**config.mk**
```make
export PLATFORM = sky130hd
export DESIGN_NAME = lcd_rom_window_ctrl
export DESIGN_NICKNAME = d
export VERILOG_FILES = /design/src/rtl/lcd_rom_window_ctrl.sv
export SDC_FILE = /design/constraint.sdc
export NUM_CORES = 1
export LEC_CHECK = 0
export ABC_AREA = 1
export CORE_ASPECT_RATIO = 1.2
export CORE_UTILIZATION = 44
export CTS_CLUSTER_DIAMETER = 150
export CTS_CLUSTER_SIZE = 12
export DETAILED_ROUTE_END_ITERATION = 8
export GPL_ROUTABILITY_DRIVEN = 1
export GPL_TIMING_DRIVEN = 0
export PLACE_DENSITY = 0.77
export SLEW_MARGIN = 20
export SYNTH_ARGS = -nofsm -noshare
export SYNTH_HDL_FRONTEND = slang
export SYNTH_SLANG_ARGS = --single-unit
```
**constraint.sdc**
```tcl
create_clock -name clk_i -period 2.9 [get_ports clk_i]
set_clock_uncertainty 0.05 [all_clocks]
set_input_delay 0.29 -clock clk_i [delete_from_list [all_inputs] [get_ports clk_i]]
set_output_delay 0.29 -clock clk_i [all_outputs]
set_load 0.02 [all_outputs]
```
**src/rtl/lcd_rom_window_ctrl.sv**
```systemverilog
// lcd_rom_window_ctrl: walks a 1bpp image ROM linearly while the LCD raster crosses a movable window,
// mapping each bit to fg/bg colour two cycles after the request. Optional macro LCD_ROM_BLINK_EN adds frame blinking.
module lcd_rom_window_ctrl #(
    parameter int H_DISP       = 480,
    parameter int V_DISP       = 272,
    parameter int IMG_W        = 256,
    parameter int IMG_H        = 128,
    parameter int ADDR_WIDTH   = 17,
    parameter int COLOR_W      = 16,
    parameter int BLINK_PERIOD = 32
) (
    input  logic                  clk_i,
    input  logic                  rst_i,
    input  logic                  frame_start_i,
    input  logic                  pix_req_i,
    input  logic [10:0]           pix_x_i,
    input  logic [10:0]           pix_y_i,
    input  logic [10:0]           win_x0_i,
    input  logic [10:0]           win_y0_i,
    input  logic [COLOR_W-1:0]    fg_color_i,
    input  logic [COLOR_W-1:0]    bg_color_i,
    output logic [ADDR_WIDTH-1:0] rom_addr_o,
    input  logic                  rom_data_i,
    output logic [COLOR_W-1:0]    pix_data_o,
    output logic                  pix_valid_o,
    output logic                  frame_done_o,
    output logic                  active_o
);

    typedef enum logic [1:0] {IDLE, ACTIVE, DONE} state_e;

    localparam logic [10:0]           WX_MAX    = 11'(H_DISP - IMG_W);
    localparam logic [10:0]           WY_MAX    = 11'(V_DISP - IMG_H);
    localparam logic [11:0]           IMG_W_X   = 12'(IMG_W);
    localparam logic [11:0]           IMG_H_X   = 12'(IMG_H);
    localparam logic [ADDR_WIDTH-1:0] LAST_ADDR = ADDR_WIDTH'(IMG_W * IMG_H - 1);

    state_e                  state_q;
    logic [ADDR_WIDTH-1:0]   addr_q, addr_d, addr_cur;
    logic [10:0]             wx_q, wx_d, wy_q, wy_d;
    logic                    in_win, last_hit, fetching, show;
    logic                    in_win_d1_q, req_d1_q;
    logic [COLOR_W-1:0]      pix_data_q;
    logic                    pix_valid_q, frame_done_q, active_q;

    // A coincident frame_start takes effect in the same cycle: new window, address 0.
    always_comb begin
        wx_d     = frame_start_i ? ((win_x0_i > WX_MAX) ? WX_MAX : win_x0_i) : wx_q;
        wy_d     = frame_start_i ? ((win_y0_i > WY_MAX) ? WY_MAX : win_y0_i) : wy_q;
        addr_cur = frame_start_i ? '0 : addr_q;
        fetching = frame_start_i | (state_q == ACTIVE);
        in_win   = pix_req_i & fetching
                 & ({1'b0, pix_x_i} >= {1'b0, wx_d}) & ({1'b0, pix_x_i} < ({1'b0, wx_d} + IMG_W_X))
                 & ({1'b0, pix_y_i} >= {1'b0, wy_d}) & ({1'b0, pix_y_i} < ({1'b0, wy_d} + IMG_H_X));
        last_hit = in_win & (addr_cur == LAST_ADDR);
        addr_d   = (in_win & ~last_hit) ? addr_cur + 1'b1 : addr_cur;
    end

    assign rom_addr_o = addr_cur;

`ifdef LCD_ROM_BLINK_EN
    logic [5:0] blink_q, blink_d;

    // Blank decision uses the counter value that applies to the pixel's own frame.
    always_comb begin
        blink_d = blink_q;
        if (frame_start_i) begin
            blink_d = (blink_q == 6'(BLINK_PERIOD - 1)) ? 6'd0 : blink_q + 6'd1;
        end
        show = in_win & (blink_d < 6'(BLINK_PERIOD / 2));
    end

    always_ff @(posedge clk_i) begin
        if (rst_i) begin
            blink_q <= 6'd0;
        end else begin
            blink_q <= blink_d;
        end
    end
`else
    always_comb begin
        show = in_win;
    end
`endif

    always_ff @(posedge clk_i) begin
        if (rst_i) begin
            state_q      <= IDLE;
            addr_q       <= '0;
            wx_q         <= '0;
            wy_q         <= '0;
            in_win_d1_q  <= 1'b0;
            req_d1_q     <= 1'b0;
            pix_data_q   <= '0;
            pix_valid_q  <= 1'b0;
            frame_done_q <= 1'b0;
            active_q     <= 1'b0;
        end else begin
            frame_done_q <= 1'b0;
            if (frame_start_i) begin
                state_q  <= ACTIVE;
                active_q <= 1'b1;
            end
            if (last_hit) begin
                state_q      <= DONE;
                active_q     <= 1'b0;
                frame_done_q <= 1'b1;
            end
            wx_q        <= wx_d;
            wy_q        <= wy_d;
            addr_q      <= addr_d;
            in_win_d1_q <= show;
            req_d1_q    <= pix_req_i;
            pix_valid_q <= req_d1_q;
            // pix_data holds its last colour through request gaps.
            if (req_d1_q) begin
                pix_data_q <= (in_win_d1_q & rom_data_i) ? fg_color_i : bg_color_i;
            end
        end
    end

    assign pix_data_o   = pix_data_q;
    assign pix_valid_o  = pix_valid_q;
    assign frame_done_o = frame_done_q;
    assign active_o     = active_q;

endmodule

```
==> results of run 1 <==
timing repair:
item,in CTS,in global routing
resized for setup,22,25
endpoints found under the setup margin,21,21
hold endpoints to repair,0,0
pin swaps,13,23
setup buffers,6,6
gates cloned,1,0
stage by stage:
stage | power, W | hold slack (ps) | std cells | instance area (µm²)
5_1_grt | 0.00229 | 343 | 867 | 5910
3_3_place_gp | 0.00129 | 412 | 839 | 5450
3_5_place_dp | 0.00129 | 414 | 839 | 5450
2_1_floorplan | 0.00110 | 375 | 605 | 4160
6_report | 0.00218 | 324 | 867 | 5910
4_1_cts | 0.00217 | 308 | 862 | 5810
layer usage:
layer  GRT usage (%)  vias to the layer above
met2            44.3                      155
met3            5.06                       23
met1            25.9                     1977
met4            14.1                        0
met5               0                        -
li1                -                     2226
worst register-to-register path, delay by kind of cell (launching register included):
family / cells / cell delay (ps)
xor+xnor: 1 / 160
simple gates: 7 / 680
compound gates: 3 / 370
fa+ha+maj: 2 / 460
buf+inv: 2 / 240
flops: 1 / 310
power breakdown:
| part | internal (W) | switching [W] | total, W |
|---|---|---|---|
| clock | 0.000528 | 0.000338 | 0.000867 |
| combinational | 0.000221 | 0.000219 | 0.000440 |
| sequential | 0.000862 | 0.0000108 | 0.000873 |
| total | 0.00161 | 0.000568 | 0.00218 |
worst min path at each step:
stage                                  endpoint  cells past startpoint
global placement    pix_data_o[11]$_SDFFE_PP0P_                      2
CTS                     state_q[1]$_SDFFE_PP0P_                      2
finish                  state_q[1]$_SDFFE_PP0P_                      2
detailed placement   pix_data_o[9]$_SDFFE_PP0P_                      2
floorplan                   req_d1_q$_SDFF_PP0_                      2
global route            state_q[1]$_SDFFE_PP0P_                      2
flip-flops by register name, indices dropped and copies added (netlist names):
register,flops
wy_q,11
addr_q,17
state_q,1
req_d1_q,1
pix_valid_o,1
wx_q,11
active_o,1
frame_done_o,1
in_win_d1_q,1
pix_data_o,16
cell usage after synthesis (all sizes together), types with 2 or more instances:
cell type	n
nand3b	5
xnor2	5
a21o	3
dfxtp	61
nand2	160
xor2	9
inv	90
o21ai	10
o211ai	16
nor3	8
buf	7
nor2	78
nand4	25
a21oi	29
ha	33
nand3	40
o22ai	2
a22oi	4
clkbuf	15
final cells by class:
class / count / area [µm²]
well taps: 120 / 150
multi-input cells: 431 / 2570
clock inverters: 4 / 70.1
clock buffers: 12 / 155
fillers: 807 / 3210
plain buffers: 21 / 130
inverters: 91 / 349
flip-flops and latches: 61 / 1220
repair buffers: 127 / 1270
placed cells by master (no fill, tap or decap), types with 3 or more instances in the layout:
cell and count:
ha_1 31, nand3_1 35, inv_1 85, o211ai_1 16, nor2_8 4, buf_4 11
nand2_1 147, clkbuf_1 13, a22oi_1 4, buf_6 5, a21oi_1 22, dlygate4sd2_1 3
o21ai_2 3, o21ai_0 5, nor2_1 64, nand2_2 13, nor2_4 4, a21oi_2 7
inv_2 3, dfxtp_1 61, clkdlybuf4s50_1 111, nor3_1 4, xor2_1 9, xnor2_1 5
nand3b_1 5, nand3_2 4, a21o_1 3, nor3_2 3, nand4_1 24, clkbuf_8 11
nor2_2 6
cell families (layout without fill, tap and decap cells):
logic type / Yosys count / count (layout) / synth area share, %
xor+xnor: 14 / 14 / 2.95
compound gates: 65 / 65 / 9.64
flops: 61 / 61 / 29.4
fa+ha+maj: 33 / 33 / 9.94
simple gates: 319 / 319 / 36.8
buf+inv: 113 / 255 / 11.3
==> summary.txt, run 1 <==
Finish
  – Share of the core filled with cells in the final layout: 64.8%
  – Fraction of layout instances using a drive strength above 1: 12.6%
  – ANT cells: 0
  – Net count, final: 856
  – Area added between synthesis and finish: 42.3%

Logic synthesis
  – Post-synthesis cell type with the largest combined area: dfxtp_1
  – Most area-consuming cells after synthesis: dfxtp_1 (29%), nand2_1 (14%), ha_1 (9.9%)
  – Dominant synthesized flop cell: dfxtp_1
  – Total of warnings raised by yosys: 0
  – Count of cell types in the netlist: 38
  – Number of enable flip-flop cells after synthesis: 0
  – Avg Synthesized Cell Area: 6.87 µm²
  – Top-area cell type share of the netlist area: 29.4%
  – Sequential-to-total area share from yosys stat: 29.4%
  – Flip-flop and latch count after synthesis: 61
  – Cell count after synthesis: 605
  – Combined area of all synthesized cells: 0.00416 mm²
  – Synthesized Nets: 719
  – Post-synth ARST share: 0%

CTS
  – Num Clock Sinks: 61
  – Clock transition at the register clock pins on the worst setup and hold paths after CTS: 70 ps
  – Total of hold buffers inserted after clock tree synthesis: 0
  – Clock latency at the later pin of the worst-skew pair: 350 ps
  – Number of buffers added by the clock tree synthesis step: 9
  – Number of levels the H-tree was split into: 3
  – CTS root buf: clkbuf_8
  – Maximum number of buffers from clock root to sink: 2
  – Clock tree from TritonCTS: yes

Setup path
  – Worst path max stage delay: 450 ps
  – Levels on crit path: 19
  – Max FO, Critical Path: 6
  – Reg2Reg Capture Point: addr_q[6]$_SDFF_PP0_
  – Data required time of the worst path: 3130 ps
  – Origin of the critical flop-to-flop path: wy_q[7]$_SDFF_PP0_
  – Crit path max-delay cell type: clkdlybuf4s50_1
  – Library cell appearing most often on the critical path: nand2_1
  – Worst setup slack for register-to-register paths: 480 ps
  – Critical path endpoint: addr_q[12]$_SDFF_PP0_
  – Number of cells on the worst reg-to-reg path: 15
  – Data arrival time of the critical path: 3040 ps
  – Class of the most critical setup path: primary input to flop
  – Critical Path Source: win_y0_i[2]
  – Cell-by-cell trace of the critical path: clkdlybuf4s50_1 > nor2_2 > nand2_1 > nand2_1 > a21oi_2 > nor3_4 > buf_4 > a22oi_1 > ha_1 > a21oi_1 > nand2_1 > nand3_1 > nand4_1 > nand2_2 > inv_4 > nand3_4 > buf_8 > nand2_1 > a21oi_2
  – Startpoint type of the worst setup path: primary input
  – Crit-path leading delay family: simple AND/OR/NAND/NOR gates
  – Buffers and inverters on the worst path: 4
  – Kind of end point of the critical path: flop

Routing
  – Number of vias in the routed layout: 4,381
  – Violation count after the first detailed-routing iteration: 193
  – Length of routed wiring on met1: 4790 µm
  – Final routed wirelength across all metal layers: 11,700 µm
  – Routed wire length on met3: 734 µm
  – Top sig layer: met4
  – ANT nets after route: 0
  – Routed via count divided by cell count: 5.05
  – Initial DRT Pass Iterations: 6
  – Routed wirelength normalized by instance count: 13.5 µm
  – Total met2 wirelength after detailed routing: 5930 µm
  – Remaining DRCs: 0

STA
  – Final worst path period need: 2810 ps
  – Worst-margin pin slew: 641 ps
  – Least setup slack across all paths after layout: 92.9 ps
  – Setup TNS after final layout: 0 ps
  – Top achievable clock speed: 356 MHz
  – Final hold violations: 0
  – Final setup violating endpoints: 0
  – Max-slew headroom at the worst pin: 57.3%
  – Final clock period utilization by the worst path: 96.8%
  – Final Slew Violations: 0

Placement
  – Number of port buffers: 114
  – DP Worst Slack: -860 ps
  – Gpl congestion: 0.899
  – Post-detailed-placement half-perimeter wirelength: 8900 µm

Min path
  – Launch instance of the worst min-delay path: rst_i
  – Tightest Hold Check Type: primary input to flop

Die
  – Floorplan die height: 108 µm
  – Area of the die: 0.00984 mm²
  – IO Count: 117
  – Floorplan die width: 90.7 µm
  – Count of standard-cell rows: 38
  – Starting Density: 45.5%
  – Core Box Area: 0.00913 mm²

Global route
  – Number of global-route vias before repair: 4,302
  – Antenna violations before repair: 0
  – GRT Resource Usage Total: 24.3%
  – Global-route wire length before repair: 19,100 µm
  – Maximum number of pins on one net before global-route repair: 11
  – Overflow after GRT: 0

Run
  – Max cap viols: 0

Pwr
  – Power per unit of standard cell area: 368 mW/mm²
  – VDD IR-drop max: 0.267 mV
  – Static leakage power: 2.60 nW

Outcome
  – Result of the run: finished clean
Note: power is estimated with default switching activity, not from simulation.
==> inputs of run 2 (changes only) <==
HOLD_SLACK_MARGIN = 0.08   (was not set)
SKIP_CTS_REPAIR_TIMING = 1   (was not set)
==> run 2 against run 1 <==
  * Clock power shrank 0.7%
  * First-iteration DRC count grew 19%
  * Fmax grew 0.89%
  * Critical path type unchanged
  * Critical endpoint is now addr_q[14]$_SDFF_PP0_
==> summary.txt, run 2 (synthesis results as in run 1) <==
Placement
  – Gpl congestion: 0.899
  – Number of port buffers: 114
  – Post-detailed-placement half-perimeter wirelength: 8900 µm
  – Total instance count after detailed placement: 839

CTS
  – Clock transition at the register clock pins on the worst setup and hold paths after CTS: 60 ps
  – Clock tree from TritonCTS: yes
  – Num Clock Sinks: 61
  – Clock latency at the later pin of the worst-skew pair: 340 ps
  – Number of levels the H-tree was split into: 3
  – Maximum number of buffers from clock root to sink: 2
  – CTS root buf: clkbuf_8
  – Number of buffers added by the clock tree synthesis step: 9

Die
  – Core Box Area: 0.00913 mm²
  – Starting Density: 45.5%
  – Floorplan die height: 108 µm
  – IO Count: 117
  – Floorplan die width: 90.7 µm
  – Count of standard-cell rows: 38
  – Area of the die: 0.00984 mm²

Pwr
  – Power per unit of standard cell area: 366 mW/mm²
  – Reported net switching power: 0.000566 W
  – Relative contribution of combinational cells to total power: 20.5%
  – Net switching fraction of the power: 25.9%
  – Overall power: 0.00218 W
  – VDD IR-drop max: 0.243 mV
  – Internal power: 0.00161 W
  – Static leakage power: 2.65 nW
  – Seq pwr share: 40.0%
  – Clk network pwr share: 39.5%

Finish
  – Max reg flops: 17
  – Post-route non-filler standard cell count: 868
  – Filler Cell Count: 794
  – Top library cells by usage in the layout, fill and taps aside: nand2_1 (149), clkdlybuf4s50_1 (109), inv_1 (85)
  – ANT cells: 0
  – Most flops, register: addr_q
  – Net count, final: 857
  – Fraction of layout instances using a drive strength above 1: 12.6%
  – Commonest non-fill, non-tap cell in the layout: nand2_1
  – Area added between synthesis and finish: 43.1%

STA
  – Top achievable clock speed: 359 MHz
  – Min Hold Slack: 285 ps
  – Worst-margin pin slew: 581 ps
  – Final setup violating endpoints: 0
  – Final hold violations: 0
  – Max-slew headroom at the worst pin: 61.2%
  – Final Slew Violations: 0
  – Final worst path period need: 2780 ps
  – Final clock period utilization by the worst path: 95.9%

Global route
  – Overflow after GRT: 0
  – Antenna violations before repair: 0
  – Number of global-route vias before repair: 4,219
  – Global-route wire length before repair: 18,700 µm
  – Maximum number of pins on one net before global-route repair: 11
  – GRT Resource Usage Total: 23.8%

Setup path
  – Max FO, Critical Path: 6
  – Class of the most critical setup path: primary input to flop
  – Data required time of the worst path: 3050 ps
  – Data arrival time of the critical path: 2930 ps
  – Startpoint type of the worst setup path: primary input
  – Kind of end point of the critical path: flop

Min path
  – Tightest Hold Check Type: primary input to flop

Routing
  – Initial DRT Pass Iterations: 4
  – Routed via count divided by cell count: 5.02
  – Number of vias in the routed layout: 4,357
  – ANT nets after route: 0
  – Remaining DRCs: 0
  – Routed wirelength normalized by instance count: 13.6 µm
  – Final routed wirelength across all metal layers: 11,800 µm
  – Violation count after the first detailed-routing iteration: 230

Outcome
  – Result of the run: finished clean

Run
  – Max cap viols: 0
[run 2: cell count changes in the layout (fill, tap and decap cells not counted), moves of 2 or more]
cell | before | now
clkdlybuf4s50_1 | 111 | 109
dlygate4sd2_1 | 3 | 0
dlymetal6s2s_1 | 0 | 5
nand2_1 | 147 | 149
nand2_2 | 13 | 11
[run 2: path summary, 6_finish.rpt]
check,startpoint,end,slack (ps),cells after the start
setup / recovery,win_y0_i[10],addr_q[14]$_SDFF_PP0_,120,19
hold / removal,win_y0_i[2],wy_q[2]$_SDFF_PP0_,280,3
setup reg to reg,wy_q[7]$_SDFF_PP0_,addr_q[14]$_SDFF_PP0_,370,15
hold reg to reg,pix_data_o[3]$_SDFFE_PP0P_,pix_data_o[3]$_SDFFE_PP0P_,430,2
[run 2: power by group through the flow]
stage / clock network (W) / logic, W / registers (W)
5_1_grt: 0.000930 / 0.000487 / 0.000874
6_report: 0.000861 / 0.000446 / 0.000873
3_5_place_dp: 0 / 0.000404 / 0.000891
3_3_place_gp: 0 / 0.000396 / 0.000890
2_1_floorplan: 0 / 0.000186 / 0.000910
4_1_cts: 0.000880 / 0.000407 / 0.000872
[run 2: per-layer routing]
layer / global-route usage (%) / vias to the layer above / routed length, µm
met4: 12.4 / 0 / 225
met3: 4.92 / 19 / 722
met5: 0 / - / 0
met1: 25.5 / 1966 / 4840
met2: 44.2 / 144 / 5980
li1: - / 2228 / -
[run 2: final cells by class]
class | instances | area (µm²) | share of cell area, %
clock inverter | 4 | 70.1 | 1.18
timing repair buffer | 127 | 1280 | 21.6
multi-input combinational | 431 | 2580 | 43.3
inverter | 91 | 352 | 5.91
sequential | 61 | 1220 | 20.5
tap | 120 | 150 | 2.52
buffer | 22 | 139 | 2.33
clock buffer | 12 | 155 | 2.61
[run 2: stage by stage]
stage          worst slack (ps)  instance area (µm²)  utilization, %  TNS (ps)
6_report                    118                 5950            65.2         0
5_1_grt                   -19.7                 5950            65.2     -90.5
3_5_place_dp               -860                 5450            59.7    -15610
3_3_place_gp               -754                 5450            59.7    -13650
4_1_cts                    -495                 5670            62.2     -7970
2_1_floorplan              11.4                 4160               -         0
[run 2: critical path, stage by stage]
cell and delay [ps]:
dlymetal6s2s_1 120, or3_4 380, nor2_2 100, nand2_1 80
o21ai_2 100, inv_2 90, ha_4 180, xor2_1 160
ha_1 310, a21o_1 190, nand3_2 60, nand2_2 60
nor2_2 100, nand2_2 100, nor2_8 170, nand3_4 140
clkbuf_16 190, nand2_1 50, a21oi_1 50
==> RTL edit (settings of run 2) <==
`addr_q` no longer has a reset.
--- a/src/rtl/lcd_rom_window_ctrl.sv
+++ b/src/rtl/lcd_rom_window_ctrl.sv
@@ -86,7 +86,6 @@
     always_ff @(posedge clk_i) begin
         if (rst_i) begin
             state_q      <= IDLE;
-            addr_q       <= '0;
             wx_q         <= '0;
             wy_q         <= '0;
             in_win_d1_q  <= 1'b0;
@@ -108,7 +107,6 @@
             end
             wx_q        <= wx_d;
             wy_q        <= wy_d;
-            addr_q      <= addr_d;
             in_win_d1_q <= show;
             req_d1_q    <= pix_req_i;
             pix_valid_q <= req_d1_q;
@@ -119,6 +117,10 @@
         end
     end
 
+    always_ff @(posedge clk_i) begin
+        addr_q <= addr_d;
+    end
+
     assign pix_data_o   = pix_data_q;
     assign pix_valid_o  = pix_valid_q;
     assign frame_done_o = frame_done_q;
Behaviour: not the same (a bounded check fails within 4 cycles, from zero or initial values and one cycle with rst_i high).
==> RTL edit against run 2 <==
Critical path depth up 1. Sequential share of layout area rose by 0.99 points. Via count fell by 0.62%. Sequential cell count is the same. Power is 11% lower. Global-route usage fell by 1.8 points. Area after synthesis fell by 3.5%. Combinational power is 5.2% lower. Non-clock buffer count down 3. Worst hold slack worse by 0.071 ns. Design area shrank 4.6%. Routed wire length fell by 5.7%. Setup slack got worse by 0.076 ns. Largest power group unchanged.
==> RTL edit: results (changes against run 2) <==
Setup path
The standard cell with the maximum stage delay on the critical path is sky130_fd_sc_hd__clkdlybuf4s50_1. The signal arrival time at the worst endpoint was 3.04 ns (+0.11 ns). The slack of the worst reg-to-reg path is 0.42 ns (+0.05 ns).

The worst-path maximum fanout is 7 (+1). The endpoint of the worst register-to-register path is addr_q[4]. The number of cells traversed by the worst register-to-register path was 15 (unchanged). The delay contributed by the slowest stage of the critical path is 0.41 ns (+0.03 ns).

Finish
The flip-flop count of the largest register after layout is 17 (unchanged). The number of nets in the finished design is 861 (+0.47%). The largest register by flop count is addr_q. The layout filler cell count is 839 (+5.7%). The proportion of layout cells with a drive suffix above 1 was 9.18% (-3.4 points).

Synthesis
The net count of the mapped netlist is 725 (+0.83%). The mean post-synth cell area is 6.56 sq um (-4.5%). The distinct cell type count after synthesis was 32 (-16%). By count the netlist is led by sky130_fd_sc_hd__nand2_1, sky130_fd_sc_hd__inv_1, sky130_fd_sc_hd__nor2_1. The sequential share of the synthesized area is 30.5% (+1.1 points).

By area the synthesized netlist is led by sky130_fd_sc_hd__dfxtp_1, sky130_fd_sc_hd__nand2_1, sky130_fd_sc_hd__ha_1.

Hold path
The hold-critical path endpoint is wy_q[1]. The critical hold path startpoint is win_y0_i[1].

Route
The number of design-rule violations left by the first detailed-router iteration came to 180 (-22%). The number of optimization iterations in the first detailed-route pass is 4 (unchanged). The number of vias per cell after detailed routing is 4.98 (-0.73%). The per-cell routed wire length is 12.8 um (-5.9%).

The total detailed-routing wirelength is 11100 um (-5.7%).

GRT
The total routing usage reported by global routing is 22.0% (-1.8 points). The number of global-route vias before repair came to 3909 (-7.3%). The first-pass GRT wire length was 16500 um (-12%).

Place
The instance count after placement with tap cells included is 843 (+0.48%). The pre-CTS setup slack is -0.999 ns (-0.139 ns). The final weighted congestion in routability-driven placement is 0.917 (+2.0%). The total half-perimeter wirelength after legalization and detailed placement was 8510 um (-4.4%). The cell area after placement is 5310 sq um (-2.6%). The port buffer count is 115 (+0.88%).

STA
The top achievable clock speed was 350 MHz (-2.6%). The slew at the pin closest to its max-slew limit came to 0.516 ns (-0.0650 ns). The number of failing hold endpoints at the final stage is 0 (unchanged). The worst hold slack is 0.214 ns (-0.0706 ns).

Status
The flow ran to the end, and the final reports show no timing, DRC or antenna violations.

Pwr
The static leakage is 0.00261 uW (-1.8%). The peak supply drop is 180 uV (-26%).

Clocking
The clock tree root buffer cell is sky130_fd_sc_hd__clkbuf_8. The number of buffers between clock root and the deepest sink is 2 (unchanged).
RTL edit: changes by cell type after synthesis, sizes merged, moves of 2 or more:
cell,change
nor2,+2
a21oi,-16
inv,+2
nand2,+19
nor3,+3
RTL edit: final cells by class:
class                   count  area, sq um  share of cell area, %
inverters                  93          352                   6.20
well taps                 117          146                   2.58
clock inverters             5         27.5                  0.485
plain buffers              21          130                   2.29
multi-input cells         436         2420                   42.7
repair buffers            125         1240                   21.9
clock buffers              11          131                   2.32
flip-flops and latches     61         1220                   21.5
RTL edit: where the power goes:
part | switching [uW] | leakage (uW) | internal [uW]
Sequential | 10.9 | 0.000497 | 862
Clock | 332 | 0.0000829 | 304
Combinational | 206 | 0.00203 | 217
RTL edit: how the worst max path moves through the flow:
stage	startpoint	end	cells past startpoint
finish	win_y0_i[9]	addr_q[4]	20
global placement	frame_start_i	addr_q[16]	19
global route	win_y0_i[9]	addr_q[10]	20
detailed placement	frame_start_i	addr_q[16]	19
floorplan	frame_start_i	addr_q[10]	17
CTS	frame_start_i	addr_q[16]	19
RTL edit: cell families (layout without fill, tap and decap cells):
family                     after synthesis  count (layout)  synth area share, %
adders and majority gates               33              33                 10.3
xor gates and xnor gates                14              14                 3.06
DFF                                     61              61                 30.5
and+or+nand+nor                        342             342                 37.5
AOI/OAI and AO/OA                       47              47                 7.46
buffers and inverters                  114             255                 11.2
RTL edit: metal layers:
layer	vias up	GRT usage [%]	wire length, um
met3	20	5.43	805
met4	0	7.94	198
met5	-	0	0
li1	2215	-	-
met2	149	39.4	5660
met1	1946	24.7	4420
